**src/rtl/mem_port_arbiter.sv**
```systemverilog
// mem_port_arbiter: two-requester round-robin owner of one shared port.
// Requester 0 is instruction fetch and requester 1 is load/store.
// Ownership follows a request/grant/done handshake. The sel output drives
// the address/control steering mux. All outputs are registered.
// Optional feature: define MEM_PORT_ARB_TIMEOUT_EN to build the grant
// timeout counter, the forced-abort path and the err pulse.
module mem_port_arbiter #(
    parameter int TIMEOUT = 16
) (
    input  logic clk,
    input  logic reset_n,
    input  logic req0,
    input  logic req1,
    input  logic done,
    output logic gnt0,
    output logic gnt1,
    output logic sel,
    output logic start,
    output logic busy,
    output logic err
);

    typedef enum logic [1:0] {
        S_IDLE = 2'd0,
        S_OWN0 = 2'd1,
        S_OWN1 = 2'd2
    } state_t;

    // Catch an out-of-range grant limit when the design is elaborated.
    if (TIMEOUT < 2 || TIMEOUT > 255) begin : g_bad_timeout
        $error("mem_port_arbiter: TIMEOUT must be within 2..255");
    end

    state_t r_state;
    state_t w_next;
    logic   w_expire;
    logic   w_release;
    logic   w_entry;
    logic   r_last;
    logic   r_gnt0;
    logic   r_gnt1;
    logic   r_sel;
    logic   r_start;
    logic   r_busy;

`ifdef MEM_PORT_ARB_TIMEOUT_EN
    localparam int CNT_W = $clog2(TIMEOUT);

    logic [CNT_W-1:0] r_cnt;
    logic             r_err;

    // The counter holds 0 on the first grant cycle, so TIMEOUT-1 marks the last allowed cycle.
    assign w_expire = (r_state != S_IDLE) && !done && (r_cnt == CNT_W'(TIMEOUT - 1));

    // Grant-length counter, restarted on every grant entry.
    always_ff @(posedge clk or negedge reset_n) begin
        if (!reset_n) begin
            r_cnt <= '0;
            r_err <= 1'b0;
        end else begin
            r_err <= w_expire;
            if (w_entry) begin
                r_cnt <= '0;
            end else if (r_state != S_IDLE) begin
                r_cnt <= r_cnt + 1'b1;
            end
        end
    end

    assign err = r_err;
`else
    assign w_expire = 1'b0;
    assign err      = 1'b0;
`endif

    // A grant ends on done, or on expiry; done takes priority because expiry requires done low.
    assign w_release = done | w_expire;

    // Arbitration: the owner's own request is masked in its release cycle.
    always_comb begin
        w_next = r_state;
        case (r_state)
            S_IDLE: begin
                if (req0 && req1) begin
                    w_next = r_last ? S_OWN0 : S_OWN1;
                end else if (req0) begin
                    w_next = S_OWN0;
                end else if (req1) begin
                    w_next = S_OWN1;
                end
            end
            S_OWN0: begin
                if (w_release) begin
                    w_next = req1 ? S_OWN1 : S_IDLE;
                end
            end
            S_OWN1: begin
                if (w_release) begin
                    w_next = req0 ? S_OWN0 : S_IDLE;
                end
            end
            default: w_next = S_IDLE;
        endcase
    end

    // Masking guarantees no self-transition on release, so any change into an OWN state is a fresh grant.
    assign w_entry = (w_next != S_IDLE) && (w_next != r_state);

    // State register.
    always_ff @(posedge clk or negedge reset_n) begin
        if (!reset_n) begin
            r_state <= S_IDLE;
        end else begin
            r_state <= w_next;
        end
    end

    // Registered outputs and last-grant pointer; sel holds in IDLE so the mux never toggles idly.
    always_ff @(posedge clk or negedge reset_n) begin
        if (!reset_n) begin
            r_gnt0  <= 1'b0;
            r_gnt1  <= 1'b0;
            r_sel   <= 1'b0;
            r_start <= 1'b0;
            r_busy  <= 1'b0;
            r_last  <= 1'b1;
        end else begin
            r_gnt0  <= (w_next == S_OWN0);
            r_gnt1  <= (w_next == S_OWN1);
            r_busy  <= (w_next != S_IDLE);
            r_start <= w_entry;
            if (w_next == S_OWN0) begin
                r_sel <= 1'b0;
            end else if (w_next == S_OWN1) begin
                r_sel <= 1'b1;
            end
            if (w_entry) begin
                r_last <= (w_next == S_OWN1);
            end
        end
    end

    assign gnt0  = r_gnt0;
    assign gnt1  = r_gnt1;
    assign sel   = r_sel;
    assign start = r_start;
    assign busy  = r_busy;

endmodule

```
**config.mk**
```make
export PLATFORM = sky130hd
export DESIGN_NAME = mem_port_arbiter
export DESIGN_NICKNAME = d
export VERILOG_FILES = /design/src/rtl/mem_port_arbiter.sv
export SDC_FILE = /design/constraint.sdc
export NUM_CORES = 1
export LEC_CHECK = 0
export BUFFER_PORTS_ARGS = -buffer_cell sky130_fd_sc_hd__buf_2
export CAP_MARGIN = 0
export CORE_AREA = 2 2 39 41
export CTS_BUF_LIST = sky130_fd_sc_hd__clkbuf_8
export CTS_CLUSTER_DIAMETER = 50
export DETAILED_ROUTE_END_ITERATION = 10
export DIE_AREA = 0 0 41 43
export GPL_TIMING_DRIVEN = 0
export PLACE_DENSITY_LB_ADDON = 0.12
export SLEW_MARGIN = 25
export SYNTH_ARGS = -nofsm -noshare
export SYNTH_HDL_FRONTEND = slang
export SYNTH_SLANG_ARGS = --single-unit
```
**constraint.sdc**
```tcl
create_clock -name clk -period 2.28 [get_ports clk]
set_clock_uncertainty 0.1 [all_clocks]
set_input_delay 0.456 -clock clk [delete_from_list [all_inputs] [get_ports clk]]
set_output_delay 0.456 -clock clk [all_outputs]
set_load 0.02 [all_outputs]
```
==> results by group, run 1 <==
STA
  – Final setup vio count: 0
  – Slew Viols, Final: 0
  – Setup TNS: 0 ps
  – Final period util: 80.7%
  – Fin crit period: 1840 ps
  – FMAX: 544 MHz
  – Final hold viol count: 0
  – RSZ-0062 raised after global routing: no
  – Post-route worst setup slack: 441 ps

Finish
  – Number of diodes: 0
  – Nets: 56
  – Final Non-Filler Cells: 63
  – Area delta synth->final: 28.7%
  – Fraction of final layout cells sized beyond drive strength 1: 34.0%

Clocking
  – CTS resizes: 0
  – Clk sinks: 8
  – Clk root buf: clkbuf_8
  – TritonCTS clock tree: yes
  – Reg clk slew, reported paths: 40 ps
  – Max Buffers Root-to-Sink: 2
  – Postcts setup bufs: 0
  – H-tree depth: 1
  – Clk_lat worst skew: 220 ps
  – Num CTS Buffers: 3
  – # hold bufs at CTS: 1

Power and ir drop
  – Cell Pwr Density: 1340 nW/µm²
  – Worst IR drop on VDD: 0.000609 V
  – Leakage power figure: 0.264 nW

Place
  – Gp weighted congestion: 0.696
  – Worst slack, placed: 213 ps
  – Cells after DPL: 58
  – IO Port Bufs: 8
  – Detailed Place HPWL: 518 µm

Route
  – Vias: 275
  – Drt first pass iters: 4
  – Final ANT Viol Nets: 0
  – Routed WL: 658 µm
  – Via/cell ratio: 4.37
  – Drt initial violations: 1
  – WL per Instance: 10.4 µm
  – DRC: 0

Synthesis
  – Sequential share of the synthesized area: 50.3%
  – Top FF cell, synth: dfrtp_1
  – Fraction of registers with async set/reset: 100%
  – Cells after Synth: 34
  – Top cells by area, synth: dfrtp_1 (44%), ha_1 (9.4%), mux2i_1 (7.5%)
  – Netlist Area Pre-Place: 400 µm²
  – Post-synth EDFFs: 0
  – Mapped Nets: 42
  – Synthesized flop and latch total: 8
  – Commonest cells in the synthesized netlist: dfrtp_1 (7), inv_1 (4), ha_1 (3), mux2i_1 (3)
  – Post-synth top area share: 43.8%
  – Most frequent cell after synthesis: dfrtp_1
  – Cell variety after synth: 19
  – Syn Area/Cell: 11.8 µm²
  – Synth area leader: dfrtp_1
  – Synth warn: 0

Worst setup path
  – Critical path required time: 2330 ps
  – Max FO, Critical Path: 7
  – Startpoint Class: flip-flop
  – Kind of critical path: reg2reg
  – Critical path arrival: 1880 ps
  – Setup crit end kind: flip-flop

GRT
  – Vias in the first global route: 260
  – GRT Util Overall: 10.1%
  – Largest net degree at the start of global routing: 9
  – Initial antenna violation count: 0
  – Grt ovf: 0
  – Global-route wire length before repair: 1.12 mm

Die
  – Die area: 1760 µm²
  – Num rows: 14
  – Core ar.: 1380 µm²
  – Die Span Y: 43 µm
  – I/O pins: 11
  – Die width: 41 µm
  – Initial Utilization: 28.9%

Hold path
  – HP Class: reg2reg

Run
  – Max-cap viol count: 0

Run status
  – Status: finished, final reports clean
==> layout make-up <==
| class | instances | area, µm² |
|---|---|---|
| inverter | 4 | 15.0 |
| buffer | 2 | 12.5 |
| clock inverter | 1 | 3.75 |
| timing repair buffer | 9 | 50.0 |
| tap | 16 | 20.0 |
| clock buffer | 3 | 41.3 |
| fill | 147 | 868 |
| multi-input combinational | 20 | 171 |
| sequential | 8 | 201 |
==> worst paths after layout <==
path	start	to	slack [ps]	depth (start not counted)
worst max-delay path	r_state[0]$_DFF_PN0_	r_last$_DFFE_PN1P_	440	6
worst min-delay path	sel$_DFFE_PN0P_	sel$_DFFE_PN0P_	420	2
worst max register to register	r_state[0]$_DFF_PN0_	r_last$_DFFE_PN1P_	440	6
worst min register to register	sel$_DFFE_PN0P_	sel$_DFFE_PN0P_	420	2
max in group asynchronous	reset_n	r_last$_DFFE_PN1P_	1340	2
min in group asynchronous	reset_n	sel$_DFFE_PN0P_	510	2
==> placed cells by master, fill, tap and decap left out <==
cell	instances
dfrtp_1	7
buf_2	9
dlygate4sd3_1	1
xor2_1	1
a211oi_2	1
buf_4	1
o21ai_0	1
mux2i_1	3
nand2b_1	2
mux2_4	1
clkbuf_8	3
o21a_1	2
ha_1	3
nand2_1	1
inv_1	5
o211ai_1	1
nor4_1	1
conb_1	1
o311ai_1	1
o21ai_1	1
dfstp_2	1
==> layer usage <==
metal / wire [µm] / vias to the layer above / global-route usage [%] / part of all wire [%]
li1: - / 138 / - / -
met1: 252 / 130 / 10.3 / 38
met2: 355 / 7 / 15.6 / 54
met3: 50 / 0 / 7.85 / 7.6
met4: 0 / 0 / 2.00 / 0
met5: 0 / - / 0 / 0
==> sequential cells by signal (all words and copies together) (netlist names) <==
register  flops
r_state       2
sel           1
r_last        1
start         1
gnt1          1
gnt0          1
busy          1
==> logic make-up after synthesis <==
group,count (synthesis),synth area share [%]
compound gates,7,13.4
flops,8,50.3
other cells,1,0.937
fa+ha+maj,3,9.38
buf+inv,6,6.87
mux,4,11.2
simple gates,4,5.62
xor+xnor,1,2.19
==> report_power, final <==
part           switching (mW)  internal [mW]  total (mW)
combinational           0.153          0.123       0.276
sequential             0.0394          0.208       0.248
clock                  0.0500          0.116       0.166
==> through the flow <==
step                util (%)  power (mW)  hold slack, ps  instance area [µm²]
global route            37.3       0.751             483                  515
global placement        33.3       0.521             198                  460
CTS                     37.3       0.701             422                  515
finish                  37.3       0.689             418                  515
floorplan                  -       0.451            60.4                  400
detailed placement      33.3       0.527             205                  460
==> critical path, stage by stage, from the launching register on <==
cell and delay [ps]:
dfrtp_1 430, mux2i_1 160, o311ai_1 140, o21a_1 160, ha_1 230, a211oi_2 220
mux2_4 320
(Power assumes the default switching activity.)
==> run 2: changes to the inputs <==
Settings changed: ABC_AREA set to 1.
Clock period 2.28 ns to 1.9 ns, I/O delays scaled along.
==> results by group, run 2 <==
STA
  – Final hold viol count: 0 (unchanged)
  – RSZ-0062 raised after global routing: no (unchanged)
  – Final setup vio count: 0 (unchanged)
  – Slew Viols, Final: 0 (unchanged)
  – Final period util: 83.4% (was 80.7%)
  – Setup TNS: 0 ps (unchanged)
  – Fin crit period: 1580 ps (was 1840 ps)
  – FMAX: 631 MHz (was 544 MHz)

Clocking
  – Clk_lat worst skew: 230 ps (was 220 ps)
  – H-tree depth: 1 (unchanged)
  – Num CTS Buffers: 3 (unchanged)
  – Reg clk slew, reported paths: 40 ps (about the same)
  – Postcts setup bufs: 0 (unchanged)
  – Clk root buf: clkbuf_8 (unchanged)
  – Clk sinks: 8 (unchanged)
  – CTS resizes: 0 (unchanged)
  – Max Buffers Root-to-Sink: 2 (unchanged)
  – TritonCTS clock tree: yes (unchanged)

Synthesis
  – Cell variety after synth: 16 (was 19)
  – Sequential share of the synthesized area: 49.7% (was 50.3%)
  – Top cells by area, synth: dfrtp_1 (43%), ha_1 (9.3%), nand2_1 (9.3%) (was dfrtp_1 (44%), ha_1 (9.4%), mux2i_1 (7.5%))
  – Commonest cells in the synthesized netlist: nand2_1 (10), dfrtp_1 (7), inv_1 (6) (was dfrtp_1 (7), inv_1 (4), ha_1 (3), mux2i_1 (3))
  – Most frequent cell after synthesis: nand2_1 (was dfrtp_1)
  – Cells after Synth: 48 (was 34)
  – Mapped Nets: 56 (was 42)
  – Synth area leader: dfrtp_1 (unchanged)
  – Post-synth top area share: 43.2% (was 43.8%)
  – Top FF cell, synth: dfrtp_1 (unchanged)
  – Post-synth EDFFs: 0 (unchanged)
  – Synth warn: 0 (unchanged)
  – Synthesized flop and latch total: 8 (unchanged)
  – Fraction of registers with async set/reset: 100% (unchanged)
  – Syn Area/Cell: 8.45 µm² (was 11.8 µm²)
  – Netlist Area Pre-Place: 405 µm² (was 400 µm²)

GRT
  – GRT Util Overall: 8.72% (was 10.1%)
  – Initial antenna violation count: 0 (unchanged)
  – Grt ovf: 0 (unchanged)
  – Global-route wire length before repair: 938 µm (was 1.12 mm)
  – Vias in the first global route: 250 (was 260)
  – Largest net degree at the start of global routing: 9 (unchanged)

Finish
  – Commonest non-fill, non-tap cell in the layout: nand2_1 (was buf_2)
  – Largest register by flop count: r_state (unchanged)
  – Filler Cell Count: 143 (was 147)
  – Fraction of final layout cells sized beyond drive strength 1: 32.3% (was 34.0%)
  – Nets: 71 (was 56)
  – Most frequent cells in the layout: nand2_1 (10), buf_2 (9), inv_1 (7), dfrtp_1 (7), nor2_1 (5) (was buf_2 (9), dfrtp_1 (7), inv_1 (5))
  – Area delta synth->final: 29.6% (was 28.7%)
  – Final instance area: 526 µm² (was 515 µm²)
  – Largest register FFs: 2 (unchanged)
  – Number of diodes: 0 (unchanged)

Hold path
  – HP Class: reg2reg (unchanged)
  – Hold Path End: r_last$_DFFE_PN1P_ (was sel$_DFFE_PN0P_)
  – Worst Hold Launch: r_last$_DFFE_PN1P_ (was sel$_DFFE_PN0P_)
  – Hold path depth: 2 (unchanged)

Route
  – Drt first pass iters: 4 (unchanged)
  – Routed WL: 658 µm (unchanged)
  – Final ANT Viol Nets: 0 (unchanged)
  – Via/cell ratio: 4.03 (was 4.37)
  – WL per Instance: 8.44 µm (was 10.4 µm)
  – DRC: 0 (unchanged)
  – Drt initial violations: 7 (was 1)
  – Vias: 314 (was 275)

Worst setup path
  – Critical path required time: 1910 ps (was 2330 ps)
  – Kind of critical path: reg2reg (unchanged)
  – RR Startpoint: r_last$_DFFE_PN1P_ (was r_state[0]$_DFF_PN0_)
  – RR Endpoint: sel$_DFFE_PN0P_ (was r_last$_DFFE_PN1P_)
  – Setup crit end kind: flip-flop (unchanged)
  – Max FO, Critical Path: 3 (was 7)
  – Reg2reg path depth: 8 (was 6)
  – R2r setup slk: 320 ps (was 440 ps)
  – Startpoint Class: flip-flop (unchanged)
  – Critical path arrival: 1600 ps (was 1880 ps)

Die
  – Initial Utilization: 29.3% (was 28.9%)
  – I/O pins: 11 (unchanged)
  – Die area: 1760 µm² (unchanged)
  – Die width: 41 µm (unchanged)
  – Num rows: 14 (unchanged)
  – Core ar.: 1380 µm² (unchanged)
  – Die Span Y: 43 µm (unchanged)

Power and ir drop
  – Worst IR drop on VDD: 0.000665 V (was 0.000609 V)
  – Clock power share: 23.1% (was 24.1%)
  – Internal power component: 0.528 mW (was 0.447 mW)
  – Comb pwr share: 44.3% (was 40.0%)
  – Leakage power figure: 0.293 nW (was 0.264 nW)
  – Sequential fraction of design power: 32.6% (was 35.9%)
  – Sw Ratio: 40.0% (was 35.2%)
  – Psw: 0.352 mW (was 0.242 mW)
  – Cell Pwr Density: 1670 nW/µm² (was 1340 nW/µm²)

Place
  – Detailed Place HPWL: 518 µm (about the same)
  – IO Port Bufs: 9 (was 8)
  – Gp weighted congestion: 0.731 (was 0.696)
  – Post-DP Area: 470 µm² (was 460 µm²)

Run
  – Max-cap viol count: 0 (unchanged)

Run status
  – Status: finished, final reports clean (unchanged)
## run 2: power by group through the flow
stage | clock network (mW) | registers, mW | logic, mW
after global placement | 0 | 0.291 | 0.394
after floorplan | 0 | 0.341 | 0.244
after global routing | 0.223 | 0.295 | 0.438
after detailed placement | 0 | 0.287 | 0.394
after CTS | 0.208 | 0.286 | 0.394
final | 0.203 | 0.287 | 0.390
## run 2: final cells by class
class | count | area (µm²) | share of cell area, %
clock buffers | 3 | 41.3 | 7.86
repair buffers | 10 | 55.1 | 10.5
plain buffers | 1 | 7.51 | 1.43
well taps | 16 | 20.0 | 3.81
clock inverters | 1 | 3.75 | 0.714
inverters | 8 | 30.0 | 5.71
flip-flops and latches | 8 | 201 | 38.3
multi-input cells | 31 | 166 | 31.7
## run 2: metrics by stage
step | hold slack [ps] | std cells | total power, mW | util, % | setup WS, ps
after floorplan | -15.6 | 48 | 0.585 | - | 416
after global placement | 134 | 73 | 0.686 | 34.0 | 292
after detailed placement | 130 | 73 | 0.681 | 34.0 | 303
after CTS | 364 | 78 | 0.889 | 38.0 | 305
after global routing | 378 | 78 | 0.955 | 38.0 | 226
final | 360 | 78 | 0.880 | 38.0 | 315
## run 2: worst max path at each step
| stage | cells after the start | startpoint | endpoint | slack, ps |
|---|---|---|---|---|
| floorplan | 8 | r_last$_DFFE_PN1P_ | sel$_DFFE_PN0P_ | 420 |
| global route | 7 | r_last$_DFFE_PN1P_ | sel$_DFFE_PN0P_ | 230 |
| CTS | 8 | r_last$_DFFE_PN1P_ | sel$_DFFE_PN0P_ | 310 |
| finish | 8 | r_last$_DFFE_PN1P_ | sel$_DFFE_PN0P_ | 320 |
| detailed placement | 8 | r_last$_DFFE_PN1P_ | sel$_DFFE_PN0P_ | 300 |
| global placement | 8 | r_last$_DFFE_PN1P_ | sel$_DFFE_PN0P_ | 290 |
## run 2: per-layer routing
| metal | vias to the layer above | GRT usage [%] | wire (µm) |
|---|---|---|---|
| met5 | - | 0 | 0 |
| met4 | 0 | 4.00 | 0 |
| met3 | 0 | 7.85 | 54 |
| met2 | 9 | 10.9 | 299 |
| met1 | 134 | 9.97 | 303 |
| li1 | 171 | - | - |
## run 2: worst max-delay path, cell delays in order (launching register included)
cell	delay, ps
dfstp_2	520
nand3_1	90
nand2_1	70
nand2_1	70
nand2_1	110
inv_1	70
ha_1	300
nor2_1	90
a21oi_1	50
## run 2: cell families (layout without fill, tap and decap cells)
family / Yosys count / count (layout) / share of synthesized area [%]
and+or+nand+nor: 24 / 24 / 26.5
buffers and inverters: 9 / 23 / 9.26
DFF: 8 / 8 / 49.7
adders and majority gates: 3 / 3 / 9.26
AOI/OAI and AO/OA: 3 / 3 / 4.32
other: 1 / 1 / 0.925
## run 2: timing repair
item	in CTS	in global routing
hold buffers	1	0
endpoints found under the setup margin	0	0
hold endpoints to repair	7	0
==> run 3: changes to the inputs <==
Clock period 1.9 ns to 1.5 ns, I/O delays scaled along.
==> results by group, run 3 (synthesis gave the netlist of run 2 again) <==
Route
  – Routed WL: 727 µm (was 658 µm)
  – Vias: 342 (was 314)
  – Drt first pass iters: 2 (was 4)
  – DRC: 0 (unchanged)
  – Drt initial violations: 6 (was 7)
  – WL per Instance: 8.87 µm (was 8.44 µm)
  – Final ANT Viol Nets: 0 (unchanged)
  – Via/cell ratio: 4.17 (was 4.03)

Hold path
  – HP Class: in2async (was reg2reg)

Power and ir drop
  – Sw Ratio: 39.8% (was 40.0%)
  – Leakage power figure: 0.312 nW (was 0.293 nW)
  – Comb pwr share: 51.4% (was 44.3%)
  – Internal power component: 0.778 mW (was 0.528 mW)
  – Clock power share: 19.8% (was 23.1%)
  – Worst IR drop on VDD: 0.000941 V (was 0.000665 V)
  – Cell Pwr Density: 2140 nW/µm² (was 1670 nW/µm²)
  – Psw: 0.514 mW (was 0.352 mW)
  – Sequential fraction of design power: 28.8% (was 32.6%)

GRT
  – Grt ovf: 0 (unchanged)
  – Initial antenna violation count: 0 (unchanged)
  – Global-route wire length before repair: 1.09 mm (was 938 µm)
  – Largest net degree at the start of global routing: 9 (unchanged)
  – GRT Util Overall: 9.84% (was 8.72%)
  – Vias in the first global route: 300 (was 250)

Finish
  – Final Non-Filler Cells: 82 (was 78)
  – Most frequent cells in the layout: buf_2 (9), nand2_1 (6), nand2_2 (6), dfrtp_1 (6) (was nand2_1 (10), buf_2 (9), inv_1 (7), dfrtp_1 (7), nor2_1 (5))
  – Number of diodes: 0 (unchanged)
  – Filler Cell Count: 155 (was 143)
  – Largest register by flop count: r_state (unchanged)
  – Fraction of final layout cells sized beyond drive strength 1: 57.6% (was 32.3%)
  – Seq. cell area: 203 µm² (was 201 µm²)
  – Area delta synth->final: 49.1% (was 29.6%)
  – Multi-input combinational cell area: 214 µm² (was 166 µm²)
  – Commonest non-fill, non-tap cell in the layout: buf_2 (was nand2_1)
  – Largest register FFs: 2 (unchanged)
  – Nets: 75 (was 71)

Worst setup path
  – Kind of critical path: reg2reg (unchanged)
  – Crit-path cells: inv_1 > nand2_1 > nor2_2 > nor2_2 > nand2_2 > inv_2 > ha_4 > nor2_2 > a21oi_1 (was nand3_1 > nand2_1 > nand2_1 > nand2_1 > inv_1 > ha_1 > nor2_1 > a21oi_1)
  – Startpoint Class: flip-flop (unchanged)
  – Setup crit end kind: flip-flop (unchanged)
  – Max FO, Critical Path: 4 (was 3)
  – Crit path max-delay cell type: dfrtp_1 (was dfstp_2)
  – Crit path top cell by count: nor2_2 (was nand2_1)
  – Critical path's largest stage delay: 410 ps (was 520 ps)
  – Critical path arrival: 1500 ps (was 1600 ps)
  – Reg2reg path depth: 9 (was 8)
  – Critical path required time: 1550 ps (was 1910 ps)

Run status
  – Status: finished, final reports clean (unchanged)

Die
  – I/O pins: 11 (unchanged)
  – Num rows: 14 (unchanged)
  – Initial Utilization: 29.3% (unchanged)
  – Core ar.: 1380 µm² (unchanged)
  – Die area: 1760 µm² (unchanged)
  – Die Span Y: 43 µm (unchanged)
  – Die width: 41 µm (unchanged)

Clocking
  – Reg clk slew, reported paths: 40 ps (about the same)
  – Clk_lat worst skew: 230 ps (about the same)
  – H-tree depth: 1 (unchanged)
  – Clk sinks: 8 (unchanged)
  – Max Buffers Root-to-Sink: 2 (unchanged)
  – Clk root buf: clkbuf_8 (unchanged)
  – Num CTS Buffers: 3 (unchanged)
  – TritonCTS clock tree: yes (unchanged)

STA
  – Setup TNS: 0 ps (unchanged)
  – WHS: 340 ps (was 360 ps)
  – Final setup vio count: 0 (unchanged)
  – Fin crit period: 1450 ps (was 1580 ps)
  – RSZ-0062 raised after global routing: yes (was no)
  – Final hold viol count: 0 (unchanged)
  – Final period util: 96.6% (was 83.4%)
  – FMAX: 690 MHz (was 631 MHz)
  – Post-route worst setup slack: 50.4 ps (was 315 ps)
  – Slew Viols, Final: 0 (unchanged)

Place
  – Detailed Place HPWL: 518 µm (unchanged)
  – Gp weighted congestion: 0.731 (unchanged)
  – IO Port Bufs: 9 (unchanged)
  – Worst slack, placed: -96.8 ps (was 303 ps)
  – Cells after DPL: 73 (unchanged)

Run
  – Max-cap viol count: 0 (unchanged)
run 3: worst paths after layout:
path,from,slack [ps],end
worst min register to register,sel$_DFFE_PN0P_,450,sel$_DFFE_PN0P_
min in group clk,req1,400,r_state[1]$_DFF_PN0_
worst min-delay path,reset_n,340,gnt0$_DFF_PN0_
max in group asynchronous,reset_n,720,r_last$_DFFE_PN1P_
worst max-delay path,r_state[1]$_DFF_PN0_,50,sel$_DFFE_PN0P_
worst max register to register,r_state[1]$_DFF_PN0_,50,sel$_DFFE_PN0P_
run 3: layout make-up:
type | instances | share of cell area (%)
multi-input cells | 31 | 35.4
well taps | 16 | 3.31
plain buffers | 1 | 1.24
clock buffers | 3 | 6.83
inverters | 8 | 4.97
flip-flops and latches | 8 | 33.5
repair buffers | 14 | 14.1
clock inverters | 1 | 0.621
run 3: worst max-delay path: cells and delay by family, from the launching register on:
family / cells / cell delay [ps]
AO/OA/AOI/OAI: 1 / 110
buffers and inverters: 2 / 130
AND/OR/NAND/NOR: 5 / 370
flip-flops: 1 / 410
adder cells (fa/ha/maj): 1 / 260
run 3: layer usage:
layer | GRT usage (%) | part of all wire (%)
met5 | 0 | 0
met3 | 7.85 | 7.8
met2 | 13.4 | 49
met4 | 4.00 | 0
met1 | 11.0 | 43
run 3: what timing repair did:
| action | in CTS | in global routing |
|---|---|---|
| hold endpoints to repair | 7 | 0 |
| buffers inserted | 3 | 1 |
| resized for setup | 10 | 5 |
| hold buffers | 1 | 0 |
| endpoints found under the setup margin | 3 | 2 |
| pin swaps | 7 | 7 |
run 3: power groups by stage:
stage	registers (mW)	logic [mW]	clock network (mW)
2_1_floorplan	0.431	0.309	0
3_3_place_gp	0.369	0.500	0
3_5_place_dp	0.364	0.499	0
4_1_cts	0.367	0.640	0.264
5_1_grt	0.383	0.738	0.282
6_report	0.372	0.664	0.256
run 3: through the flow:
step,power [mW],util (%),cell area (µm²)
floorplan,0.741,-,405
global placement,0.869,34.0,470
detailed placement,0.863,34.0,470
CTS,1.27,42.5,588
global route,1.40,43.7,604
finish,1.29,43.7,604
